===== src/rtl/sfifo_wrarb_pkg.sv =====
//------------------------------------------------------------------------------
// Module   : sfifo_wrarb_pkg
// Brief    : Shared FSM encoding and FIFO word-width helper for sfifo_wrarb.
// Revision : 1.0 - initial release
//------------------------------------------------------------------------------
`default_nettype none

package sfifo_wrarb_pkg;

  localparam logic [0:0] c_IDLE  = 1'b0;
  localparam logic [0:0] c_BURST = 1'b1;

  // FIFO word is {last, source index, data}
  function automatic int fifo_width(input int bw, input int nin);
    return bw + $clog2(nin) + 1;
  endfunction

endpackage

`default_nettype wire


===== src/rtl/sfifo_wrarb_if.sv =====
//------------------------------------------------------------------------------
// Module   : sfifo_wrarb_if
// Brief    : Requester streams, FIFO write port and status of the write arbiter.
// Revision : 1.0 - initial release
//------------------------------------------------------------------------------
`default_nettype none

interface sfifo_wrarb_if #(
  parameter int NIN = 4,
  parameter int BW  = 8
);
  import sfifo_wrarb_pkg::*;

  localparam int c_LGNIN = $clog2(NIN);
  localparam int c_FW    = fifo_width(BW, NIN);

  logic [NIN-1:0]     i_valid;
  logic [NIN-1:0]     i_last;
  logic [NIN*BW-1:0]  i_data;
  logic [NIN-1:0]     o_ready;
  logic               o_wr;
  logic [c_FW-1:0]    o_data;
  logic               i_full;
  logic               o_busy;
  logic [c_LGNIN-1:0] o_grant;

  // Arbiter side
  modport slave (
    input  i_valid, i_last, i_data, i_full,
    output o_ready, o_wr, o_data, o_busy, o_grant
  );

  // Requester / FIFO side
  modport master (
    output i_valid, i_last, i_data, i_full,
    input  o_ready, o_wr, o_data, o_busy, o_grant
  );

endinterface

`default_nettype wire


===== src/rtl/sfifo_wrarb_rr_pick.sv =====
//------------------------------------------------------------------------------
// Module   : sfifo_wrarb_rr_pick
// Brief    : Combinational round-robin pick starting one past the previous index.
// Revision : 1.0 - initial release
//------------------------------------------------------------------------------
`default_nettype none

module sfifo_wrarb_rr_pick #(
  parameter int NIN   = 4,
  parameter int LGNIN = 2
) (
  input  wire logic [NIN-1:0]   i_req,
  input  wire logic [LGNIN-1:0] i_prev,
  output logic      [LGNIN-1:0] o_win,
  output logic                  o_any
);

  // Modulo-NIN add; NIN need not be a power of two
  function automatic logic [LGNIN-1:0] wrap_add(input logic [LGNIN-1:0] base, input int k);
    int s;
    s = int'(base) + k;
    if (s >= NIN) s = s - NIN;
    return LGNIN'(s);
  endfunction

  // Scan farthest-first so the nearest requester overwrites and wins
  always_comb begin
    o_win = i_prev;
    for (int k = NIN; k >= 1; k--) begin
      if (i_req[wrap_add(i_prev, k)]) o_win = wrap_add(i_prev, k);
    end
  end

  assign o_any = |i_req;

endmodule

`default_nettype wire


===== src/rtl/sfifo_wrarb.sv =====
//------------------------------------------------------------------------------
// Module   : sfifo_wrarb
// Brief    : Round-robin, packet-locked write arbiter in front of one sfifo port.
// Revision : 1.0 - initial release
//------------------------------------------------------------------------------
`default_nettype none

module sfifo_wrarb
  import sfifo_wrarb_pkg::*;
#(
  parameter int NIN = 4,
  parameter int BW  = 8
) (
  input  wire logic    i_clk,
  input  wire logic    i_reset_n,
  sfifo_wrarb_if.slave bus
);

  localparam int c_LGNIN = $clog2(NIN);

  logic [0:0]       r_state;
  logic [c_LGNIN-1:0] r_grant;
  logic [c_LGNIN-1:0] w_pick;
  logic               w_any;
  logic [BW-1:0]      w_lane [NIN];
  logic [BW-1:0]      w_sel_data;
  logic               w_sel_valid;
  logic               w_sel_last;
  logic               w_burst;
  logic               w_xfer;

  sfifo_wrarb_rr_pick #(
    .NIN   (NIN),
    .LGNIN (c_LGNIN)
  ) u_pick (
    .i_req  (bus.i_valid),
    .i_prev (r_grant),
    .o_win  (w_pick),
    .o_any  (w_any)
  );

  for (genvar n = 0; n < NIN; n++) begin : g_lane
    assign w_lane[n] = bus.i_data[n*BW +: BW];
  end

  assign w_sel_data  = w_lane[r_grant];
  assign w_sel_valid = bus.i_valid[r_grant];
  assign w_sel_last  = bus.i_last[r_grant];
  assign w_burst     = (r_state == c_BURST);
  assign w_xfer      = w_burst && w_sel_valid && !bus.i_full;

  // Reset leaves the grant at NIN-1 so the first search starts at index 0
  always_ff @(posedge i_clk or negedge i_reset_n) begin
    if (!i_reset_n) begin
      r_state <= c_IDLE;
      r_grant <= c_LGNIN'(NIN-1);
    end else begin
      case (r_state)
        c_IDLE: begin
          if (w_any) begin
            r_grant <= w_pick;
            r_state <= c_BURST;
          end
        end
        c_BURST: begin
          if (w_xfer && w_sel_last) r_state <= c_IDLE;
        end
        default: r_state <= c_IDLE;
      endcase
    end
  end

  assign bus.o_ready = (w_burst && !bus.i_full) ? ({{(NIN-1){1'b0}}, 1'b1} << r_grant) : '0;
  assign bus.o_wr    = w_xfer;
  assign bus.o_data  = {w_sel_last, r_grant, w_sel_data};
  assign bus.o_busy  = w_burst;
  assign bus.o_grant = r_grant;

endmodule

`default_nettype wire

===== src/flat_wrapper.sv =====
// flat-port wrapper written by rule: the top's interface ports become plain ports
module sfifo_wrarb_flat import sfifo_wrarb_pkg::*;
#(
  parameter int NIN = 4,
  parameter int BW  = 8
)
  (i_clk, i_reset_n, bus_i_valid, bus_i_last, bus_i_data, bus_i_full, bus_o_ready, bus_o_wr, bus_o_data, bus_o_busy, bus_o_grant);
  sfifo_wrarb_if #(.NIN(NIN), .BW(BW)) bus_i ();
  input  wire logic i_clk;
  input  wire logic i_reset_n;
  input wire logic [$bits(bus_i.i_valid)-1:0] bus_i_valid;
  input wire logic [$bits(bus_i.i_last)-1:0] bus_i_last;
  input wire logic [$bits(bus_i.i_data)-1:0] bus_i_data;
  input wire logic [$bits(bus_i.i_full)-1:0] bus_i_full;
  output wire logic [$bits(bus_i.o_ready)-1:0] bus_o_ready;
  output wire logic [$bits(bus_i.o_wr)-1:0] bus_o_wr;
  output wire logic [$bits(bus_i.o_data)-1:0] bus_o_data;
  output wire logic [$bits(bus_i.o_busy)-1:0] bus_o_busy;
  output wire logic [$bits(bus_i.o_grant)-1:0] bus_o_grant;
  assign bus_i.i_valid = bus_i_valid;
  assign bus_i.i_last = bus_i_last;
  assign bus_i.i_data = bus_i_data;
  assign bus_i.i_full = bus_i_full;
  assign bus_o_ready = bus_i.o_ready;
  assign bus_o_wr = bus_i.o_wr;
  assign bus_o_data = bus_i.o_data;
  assign bus_o_busy = bus_i.o_busy;
  assign bus_o_grant = bus_i.o_grant;
  sfifo_wrarb #(.NIN(NIN), .BW(BW)) u_core (.i_clk(i_clk), .i_reset_n(i_reset_n), .bus(bus_i));
endmodule

===== config.mk =====
export PLATFORM = sky130hd
export DESIGN_NAME = sfifo_wrarb_flat
export DESIGN_NICKNAME = d
export VERILOG_FILES = /design/src/rtl/sfifo_wrarb_pkg.sv /design/src/rtl/sfifo_wrarb_if.sv /design/src/rtl/sfifo_wrarb_rr_pick.sv /design/src/rtl/sfifo_wrarb.sv /design/src/flat_wrapper.sv
export SDC_FILE = /design/constraint.sdc
export NUM_CORES = 1
export LEC_CHECK = 0
export ABC_CLOCK_PERIOD_IN_PS = 3750
export BUFFER_PORTS_ARGS = -buffer_cell sky130_fd_sc_hd__buf_2
export CAP_MARGIN = 15
export CELL_PAD_IN_SITES_DETAIL_PLACEMENT = 0
export CELL_PAD_IN_SITES_GLOBAL_PLACEMENT = 2
export CORE_MARGIN = 2
export CORE_UTILIZATION = 18
export CTS_BUF_LIST = sky130_fd_sc_hd__clkbuf_16
export CTS_CLUSTER_SIZE = 30
export DETAILED_ROUTE_END_ITERATION = 16
export PLACE_DENSITY_LB_ADDON = 0.2
export SLEW_MARGIN = 20
export SYNTH_ARGS = -nofsm -noshare
export SYNTH_HDL_FRONTEND = slang
export SYNTH_HIERARCHICAL = 1
export SYNTH_SLANG_ARGS = --single-unit

===== constraint.sdc =====
create_clock -name i_clk -period 3.75 [get_ports i_clk]
set_clock_uncertainty 0.2 [all_clocks]
set_input_delay 0.75 -clock i_clk [delete_from_list [all_inputs] [get_ports i_clk]]
set_output_delay 0.75 -clock i_clk [all_outputs]
set_load 0.02 [all_outputs]

**Word level (Yosys, flattened, before mapping)**

Index checks and enable logic that the tools add are counted.

- $add $sub $neg: 8
- Order comparisons: 10
- Shift-type cells: 1
- Mux-type cells: 27
- Bitwise operators: 2
- Reduce and logical (&&, ||, !) cells: 8

Operator list:

| kind | number |
|---|---|
| $bmux W8 S2 | 1 |
| $mux W2 | 8 |
| $mux W8 | 2 |
| $lt A2 B3 Y1 const B | 5 |
| $bmux W1 S2 | 6 |
| $ge A3 B3 Y1 const B | 4 |
| $mux W1 | 8 |
| $sub A2 B1 Y2 const B | 4 |
| $add A2 B2 Y3 const B | 2 |
| $add A2 B3 Y4 const B | 1 |
| $ge A4 B3 Y1 const B | 1 |
| $logic_and A1 B1 Y1 | 4 |
| $mux W4 | 1 |
| $reduce_bool A4 Y1 | 1 |
| $reduce_or A4 Y1 | 1 |
| $shl A1 B2 Y4 const A | 1 |
| $add A2 B1 Y3 const B | 1 |
| $not A2 Y3 | 1 |
| $reduce_and A3 Y1 | 1 |
| $pmux W1 S2 | 1 |
| $logic_not A1 Y1 | 1 |
| $not A1 Y1 | 1 |

- Flip-flop bits (word level): 3
- Input port bits: 43
- Output and inout bits: 19
- Logic and storage cells: 58

**Longest topological paths before layout**

Gate-level depths: netlist of the first run.

- Depth in word-level cells: 9
- Mapped depth: 4
- Gate-level depth less buffers: 4

**Hierarchy**

Netlist of the first run, hierarchy kept.

Modules (own cells, without submodules):

| module | times used | cells each | area each (sq um) | seq. area each (sq um) |
|---|---|---|---|---|
| sfifo_wrarb | 1 | 30 | 469.2 | 77.6 |
| sfifo_wrarb_rr_pick | 1 | 14 | 82.6 | 0.0 |

**Least setup slack after synthesis of the first run**

No wires, ideal clock.

- Kind: reg2out
- Start point: register u_core.r_grant[0] (netlist: u_core/bus.o_grant[0])
- End point: output port bus_o_data[2]
- Arrival time: 1579 ps
- Required time: 2800 ps
- Path slack: 1221 ps
- Cell stages (with the launch flop): 4
- Buffers on the path: 2
- Cells stage by stage: dfstp_2 > buf_6 > clkbuf_8 > mux4_1

- Longest elaborated chain between the ends: 4

Ends and longest elaborated chain:

| element | RTL line | source |
|---|---|---|
| start, declared | sfifo_wrarb.sv:22 | `logic [c_LGNIN-1:0] r_grant;` |
| start signal, assigned | sfifo_wrarb.sv:56 | `r_grant <= c_LGNIN'(NIN-1);` |
| start signal, assigned | sfifo_wrarb.sv:61 | `r_grant <= w_pick;` |
| $not A2 Y3 (implied by the code) | sfifo_wrarb.sv:46 | `assign w_sel_data = w_lane[r_grant];` |
| $bmux W8 S2 | sfifo_wrarb.sv:46 |  |
| $mux W8 (implied by the code) (2 in series) | sfifo_wrarb.sv:46 |  |
| end, declared | flat_wrapper.sv:17 | `output wire logic [$bits(bus_i.o_data)-1:0] bus_o_data;` |

No other way between the ends. The select of a mux whose other input is x is not followed.

**Worst setup path after layout of the first run**

- Start point: register u_core.r_grant[0] (netlist: u_core/bus.o_grant[0])
- End point: output port bus_o_wr

- Longest elaborated chain between the ends: 4

Ends and longest elaborated chain:

| element | RTL line | source |
|---|---|---|
| $bmux W1 S2 | sfifo_wrarb.sv:47 | `assign w_sel_valid = bus.i_valid[r_grant];` |
| $mux W1 (implied by the code) | sfifo_wrarb.sv:47 |  |
| $logic_and A1 B1 Y1 (2 in series) | sfifo_wrarb.sv:50 | `assign w_xfer = w_burst && w_sel_valid && !bus.i_full;` |
| end, declared | flat_wrapper.sv:16 | `output wire logic [$bits(bus_i.o_wr)-1:0] bus_o_wr;` |

No other way between the ends. The select of a mux whose other input is x is not followed.

==> metrics.txt, run 1 <==
outcome=complete, no violations; largest family of logic cells by synthesized area=multiplexers; area of the core=0.00298 sq mm; initial antenna violation count=0; CP Launch Type=flip-flop; RSZ-0062 raised after global routing=no; H-tree levels=1; most area-consuming cells after synthesis=mux4_1 (33%), mux4_2 (12%), dfstp_2 (9.5%), dfrtp_1 (4.5%), buf_4 (4.1%); Design Area, Final=926 sq um; clock root buffer=clkbuf_16; syn nets=87; Antenna diodes=0; Synth top area share=33.3%; IO Port Bufs=61; maxcap violations=0; CTS resizes=0; Area Overhead vs Synth=67.8%; Final Net Count=147; Pre-Repair DR Iteration Count=4; first-pass GRT wire length=2780 um; Setup crit end kind=output port; slowest stage delay, CP=0.80 ns; r2r setup slk=1.85 ns; drt total wl=roughly 1800 um; fin. max-slew vios=0; initial DRC count=25; die width=59.4 um; adder-cell area share of the yosys netlist=0%; instance area at placement=847 sq um; Clock Path Buffers=2; TritonCTS clock tree=built; Cell Pwr Density=786 mW/mm^2; f_max=345 MHz; I/O pin cnt=62; max_slew headroom=70.2%; Max FO, Critical Path=20; cell taking the most area after synthesis=mux4_1; worst hold path class=primary input to async pin; GPL Wtd Cong=just under 0.7; Post-Synth Simple-Gate Area=15.0%; DRC=0; Die Y=slightly below 60 um; Netlist Area Pre-Place=552 sq um; Pleak=0.000489 uW; Synth Area in Compound Gates=8.16%; period utilization=around 77%; Post-DRT Antenna Nets=0; total grt overflow=0; Rows=20; kind of critical path=flip-flop to output port; mux cell area share after synthesis=51.5%; # Post-CTS Setup Buffers=0; Final Hold Fails=0; FF+latch count, synth=3; Reg clk slew, reported paths=0.03 ns; setup_tns=0 ns; # clock sinks=3; vias per cell=4.60; hold_buf cts=0; post-synthesis instance total=44; Initial Utilization=18.5%; CTS buffer count=3; die area=0.00352 sq mm; crit path DAT=1.95 ns; Required @ worst endpoint=about 2.8 ns; vias in the first global route=613; via count=626; Routed WL per cell=approximately 13 um; Mapped Avg Cell Area=12.5 sq um; share of cells above drive strength 1=a little over two thirds; Peak supply drop=0.189 mV; largest net degree at the start of global routing=25; post-synthesis xor/xnor area fraction=0%; worst-path cell chain=mux4_2 -> and2_1 -> buf_2; clock insertion delay at the later pin of the skew report=0.22 ns; Slew @ Worst Pin=0.446 ns; synth unique cells=25; post-synthesis sequential area ratio=roughly 14%; YS warnings=6; Setup-failing EPs final=0; GR Util All Layers=about a tenth; slowest cell on the critical path=dfstp_2; crit path time final=around 2.9 ns
## critical path, delay by kind of cell, from the launching register on
kind | cells | cell delay, ns
flops | 1 | 0.80
mux | 1 | 0.59
simple gates | 1 | 0.17
buf+inv | 1 | 0.15
## worst paths after layout
path                                                   start  depth (start not counted)                                end
setup / recovery           u_core/bus.o_grant[0]$_DFFE_PN1P_                          3                           bus_o_wr
min in group i_clk               u_core/bus.o_busy$_DFF_PN0_                          2        u_core/bus.o_busy$_DFF_PN0_
hold reg to reg                  u_core/bus.o_busy$_DFF_PN0_                          2        u_core/bus.o_busy$_DFF_PN0_
hold / removal                                     i_reset_n                          1        u_core/bus.o_busy$_DFF_PN0_
max in group asynchronous                          i_reset_n                          1  u_core/bus.o_grant[1]$_DFFE_PN1P_
setup reg to reg           u_core/bus.o_grant[1]$_DFFE_PN1P_                          4  u_core/bus.o_grant[0]$_DFFE_PN1P_
## kinds of logic after synthesis
| logic type | count (synthesis) |
|---|---|
| mux | 13 |
| simple gates | 13 |
| buf+inv | 9 |
| compound gates | 6 |
| flops | 3 |
## cell usage after synthesis (all sizes together)
library cell and n:
mux4 10, buf 4, inv 3, nor2b 3
a21oi 2, a31oi 2, and3b 2, clkbuf 2
dfstp 2, mux2 2, nor2 2, a221o 1
and2 1, and3 1, dfrtp 1, mux2i 1
nand2b 1, nor3 1, nor3b 1, o22ai 1
or4 1
## per-stage QoR
step / hold slack [ns] / setup WS [ns] / instances / power, uW / util, %
after detailed placement: 0.346 / 1.05 / 132 / 570 / 28.4
after CTS: 0.116 / 0.818 / 136 / 738 / 31.1
after global placement: 0.344 / 1.06 / 132 / 573 / 28.4
after floorplan: 0.254 / 1.22 / 44 / 472 / -
after global routing: 0.121 / 0.745 / 136 / 775 / 31.1
final: 0.115 / 0.854 / 136 / 728 / 31.1
## layout by cell type, fill, tap and decap left out, types with 2 or more instances in the layout
master      n
a21oi_1     2
mux4_2      3
inv_1       4
dfstp_2     2
and3b_1     2
mux2_2      2
buf_2      61
nor2_1      2
clkbuf_16   3
nor2b_1     3
mux4_1      7
## state kept, by name, summed over array words and instances (netlist names)
signal,flops
u_core/bus.o_busy,1
u_core/bus.o_grant,2
## layer usage
metal / GRT usage [%] / wire, um
met3: 1.75 / 211
met2: 18.8 / 887
met1: 12.2 / 683
met4: 0.974 / 0
met5: 0 / 0
## area by class of cell
type,count,area (sq um)
clock buffers,3,75.1
inverters,3,11.3
multi-input cells,32,412
clock inverters,1,3.75
well taps,33,41.3
flip-flops and latches,3,77.6
fillers,325,2050
repair buffers,61,305
## power breakdown
group / total (uW) / internal, uW / switching (uW)
Clock: 166 / 137 / 28.3
Sequential: 138 / 57.8 / 80.6
Combinational: 424 / 214 / 210
(Power assumes the default switching activity.)
==> run 2, diff against run 1 <==
--- a/config.mk
+++ b/config.mk
@@ -5,13 +5,13 @@
 export SDC_FILE = /design/constraint.sdc
 export NUM_CORES = 1
 export LEC_CHECK = 0
-export ABC_CLOCK_PERIOD_IN_PS = 3750
+export ABC_CLOCK_PERIOD_IN_PS = 2330
 export BUFFER_PORTS_ARGS = -buffer_cell sky130_fd_sc_hd__buf_2
 export CAP_MARGIN = 15
 export CELL_PAD_IN_SITES_DETAIL_PLACEMENT = 0
 export CELL_PAD_IN_SITES_GLOBAL_PLACEMENT = 2
 export CORE_MARGIN = 2
-export CORE_UTILIZATION = 18
+export CORE_UTILIZATION = 15
 export CTS_BUF_LIST = sky130_fd_sc_hd__clkbuf_16
 export CTS_CLUSTER_SIZE = 30
 export DETAILED_ROUTE_END_ITERATION = 16
==> constraint.sdc (replaced) <==
create_clock -name i_clk -period 2.33 [get_ports i_clk]
set_clock_uncertainty 0.2 [all_clocks]
set_input_delay 0.466 -clock i_clk [delete_from_list [all_inputs] [get_ports i_clk]]
set_output_delay 0.466 -clock i_clk [all_outputs]
set_load 0.02 [all_outputs]
==> metrics.txt, run 2 (synthesized netlist as in run 1, its figures left out) <==
TritonCTS clock tree=built (unchanged); Routed WL per cell=12.6 um (was 13.1 um); # clock sinks=3 (unchanged); Initial Utilization=15.3% (was 18.5%); area of the core=0.00361 sq mm (was 0.00298 sq mm); crit path DAT=1.64 ns (was 1.95 ns); max_slew headroom=75.5% (was 70.2%); worst r2r dst=u_core/bus.o_grant[0]$_DFFE_PN1P_ (unchanged); via count=651 (was 626); fin. max-slew vios=0 (unchanged); GR Util All Layers=9.94% (was 10.0%); Reg clk slew, reported paths=0.03 ns (about the same); worst hold path class=primary input to async pin (unchanged); outcome=complete, no violations (unchanged); share of cells above drive strength 1=77.0% (was 69.9%); Max FO, Critical Path=5 (was 20); RSZ-0062 raised after global routing=yes (was no); final cell count without fillers=161 (was 136); Detailed Place HPWL=1570 um; period utilization=between 90 and 100%; r2r setup slk=0.39 ns (was 1.85 ns); Clock Path Buffers=2 (unchanged); clock root buffer=clkbuf_16 (unchanged); Required @ worst endpoint=1.66 ns (was 2.80 ns); maxcap violations=0 (unchanged); Reg2Reg Depth=5 (was 4); area of the multi-input gates=395 sq um (was 412 sq um); vias in the first global route=685 (was 613); register area=81.3 sq um (was 77.6 sq um); drt total wl=2030 um (was 1780 um); total power=1410 uW (was 728 uW); DRC=0 (unchanged); vias per cell=4.04 (was 4.60); Post-DRT Antenna Nets=0 (unchanged); Pre-Repair DR Iteration Count=4 (unchanged); commonest non-fill, non-tap cell in the layout=buf_2 (unchanged); first-pass GRT wire length=3130 um (was 2780 um); Peak supply drop=0.306 mV (was 0.189 mV); Final Net Count=157 (was 147); Area Overhead vs Synth=89.8% (was 67.8%); Rows=22 (was 20); kind of critical path=flip-flop to output port (unchanged); Pleak=0.000529 uW (was 0.000489 uW); die area=0.00418 sq mm (was 0.00352 sq mm); commonest non-fill, non-tap cells in the layout=buf_2 (55), buf_4 (9), mux4_2 (8) (was buf_2 (61), mux4_1 (7), inv_1 (4)); Setup-failing EPs final=0 (unchanged); Antenna diodes=0 (unchanged); H-tree levels=1 (unchanged); dpl cells=150 (was 132); GPL Wtd Cong=0.715 (was 0.682); Cell Pwr Density=1350 mW/mm^2 (was 786 mW/mm^2); total grt overflow=0 (unchanged); Setup crit end kind=output port (unchanged); Final Hold Fails=0 (unchanged); Die Y=64.7 um (was 59.4 um); instance area at placement=888 sq um (was 847 sq um); initial DRC count=18 (was 25); initial antenna violation count=0 (unchanged); max FFs per register=2 (unchanged); Design Area, Final=0.00105 sq mm (was 926 sq um); crit path time final=2.31 ns; largest net degree at the start of global routing=16 (was 25); Slew @ Worst Pin=0.367 ns (was 0.446 ns); WHS=0.376 ns (was 0.115 ns); fillers=393 (was 325); clock insertion delay at the later pin of the skew report=0.23 ns (was 0.22 ns); f_max=433 MHz; reg2reg start=u_core/bus.o_grant[1]$_DFFE_PN1P_ (unchanged); I/O pin cnt=62 (unchanged); CTS buffer count=3 (unchanged); die width=64.7 um (was 59.4 um); IO Port Bufs=61 (unchanged); CP Launch Type=flip-flop (unchanged)
[run 2: changes by cell type in the layout (fill, tap and decap cells not counted), sizes merged]
cell,delta
buf,+9
dlygate4sd3,+1
[run 2: critical path: stages (launching register included)]
cell and delay (ns):
dfstp_2 0.57, buf_6 0.14, mux4_1 0.54, buf_2 0.17
[run 2: worst max-delay path by stage]
stage	start	end	cells after the start
detailed placement	u_core/bus.o_grant[0]$_DFFE_PN1P_	bus_o_data[5]	3
global route	u_core/bus.o_grant[0]$_DFFE_PN1P_	bus_o_data[7]	3
global placement	u_core/bus.o_grant[0]$_DFFE_PN1P_	bus_o_data[5]	3
finish	u_core/bus.o_grant[0]$_DFFE_PN1P_	bus_o_data[7]	3
floorplan	u_core/bus.o_grant[0]$_DFFE_PN1P_	bus_o_data[2]	3
CTS	u_core/bus.o_grant[0]$_DFFE_PN1P_	bus_o_data[3]	3
[run 2: area by class of cell]
type / instances / share of cell area [%]
clock buffer: 3 / 7.17
clock inverter: 1 / 0.358
inverter: 3 / 1.08
multi-input combinational: 32 / 37.8
sequential: 3 / 7.77
tap: 48 / 5.73
timing repair buffer: 71 / 40.1
[run 2: report_power, final]
part	switching, uW	internal [uW]
logic	461	520
clock network	51.0	222
registers	63.3	97.6
total	575	839
[run 2: per-stage QoR]
stage / util, % / setup TNS (ns) / worst slack (ns)
finish: 29.0 / 0 / 0.0200
global route: 29.0 / -0.102 / -0.0471
CTS: 28.2 / 0 / 0.00266
detailed placement: 24.6 / 0 / 0.191
global placement: 24.6 / 0 / 0.213
floorplan: - / 0 / 0.0849
[run 2: layer usage]
metal	up-vias	track usage, %	wire (um)
met5	-	0	0
met4	0	2.66	0
met3	0	3.65	184
met2	36	16.3	995
met1	300	12.3	852
li1	315	-	-
[run 2: what timing repair did]
| item | CTS | global route |
|---|---|---|
| endpoints found under the setup margin | 8 | 7 |
| gates resized for setup | 8 | 12 |
| cloned | 1 | 0 |
| hold buffers | 1 | 0 |
| setup buffers | 4 | 1 |
| hold endpoints to repair | 1 | 0 |
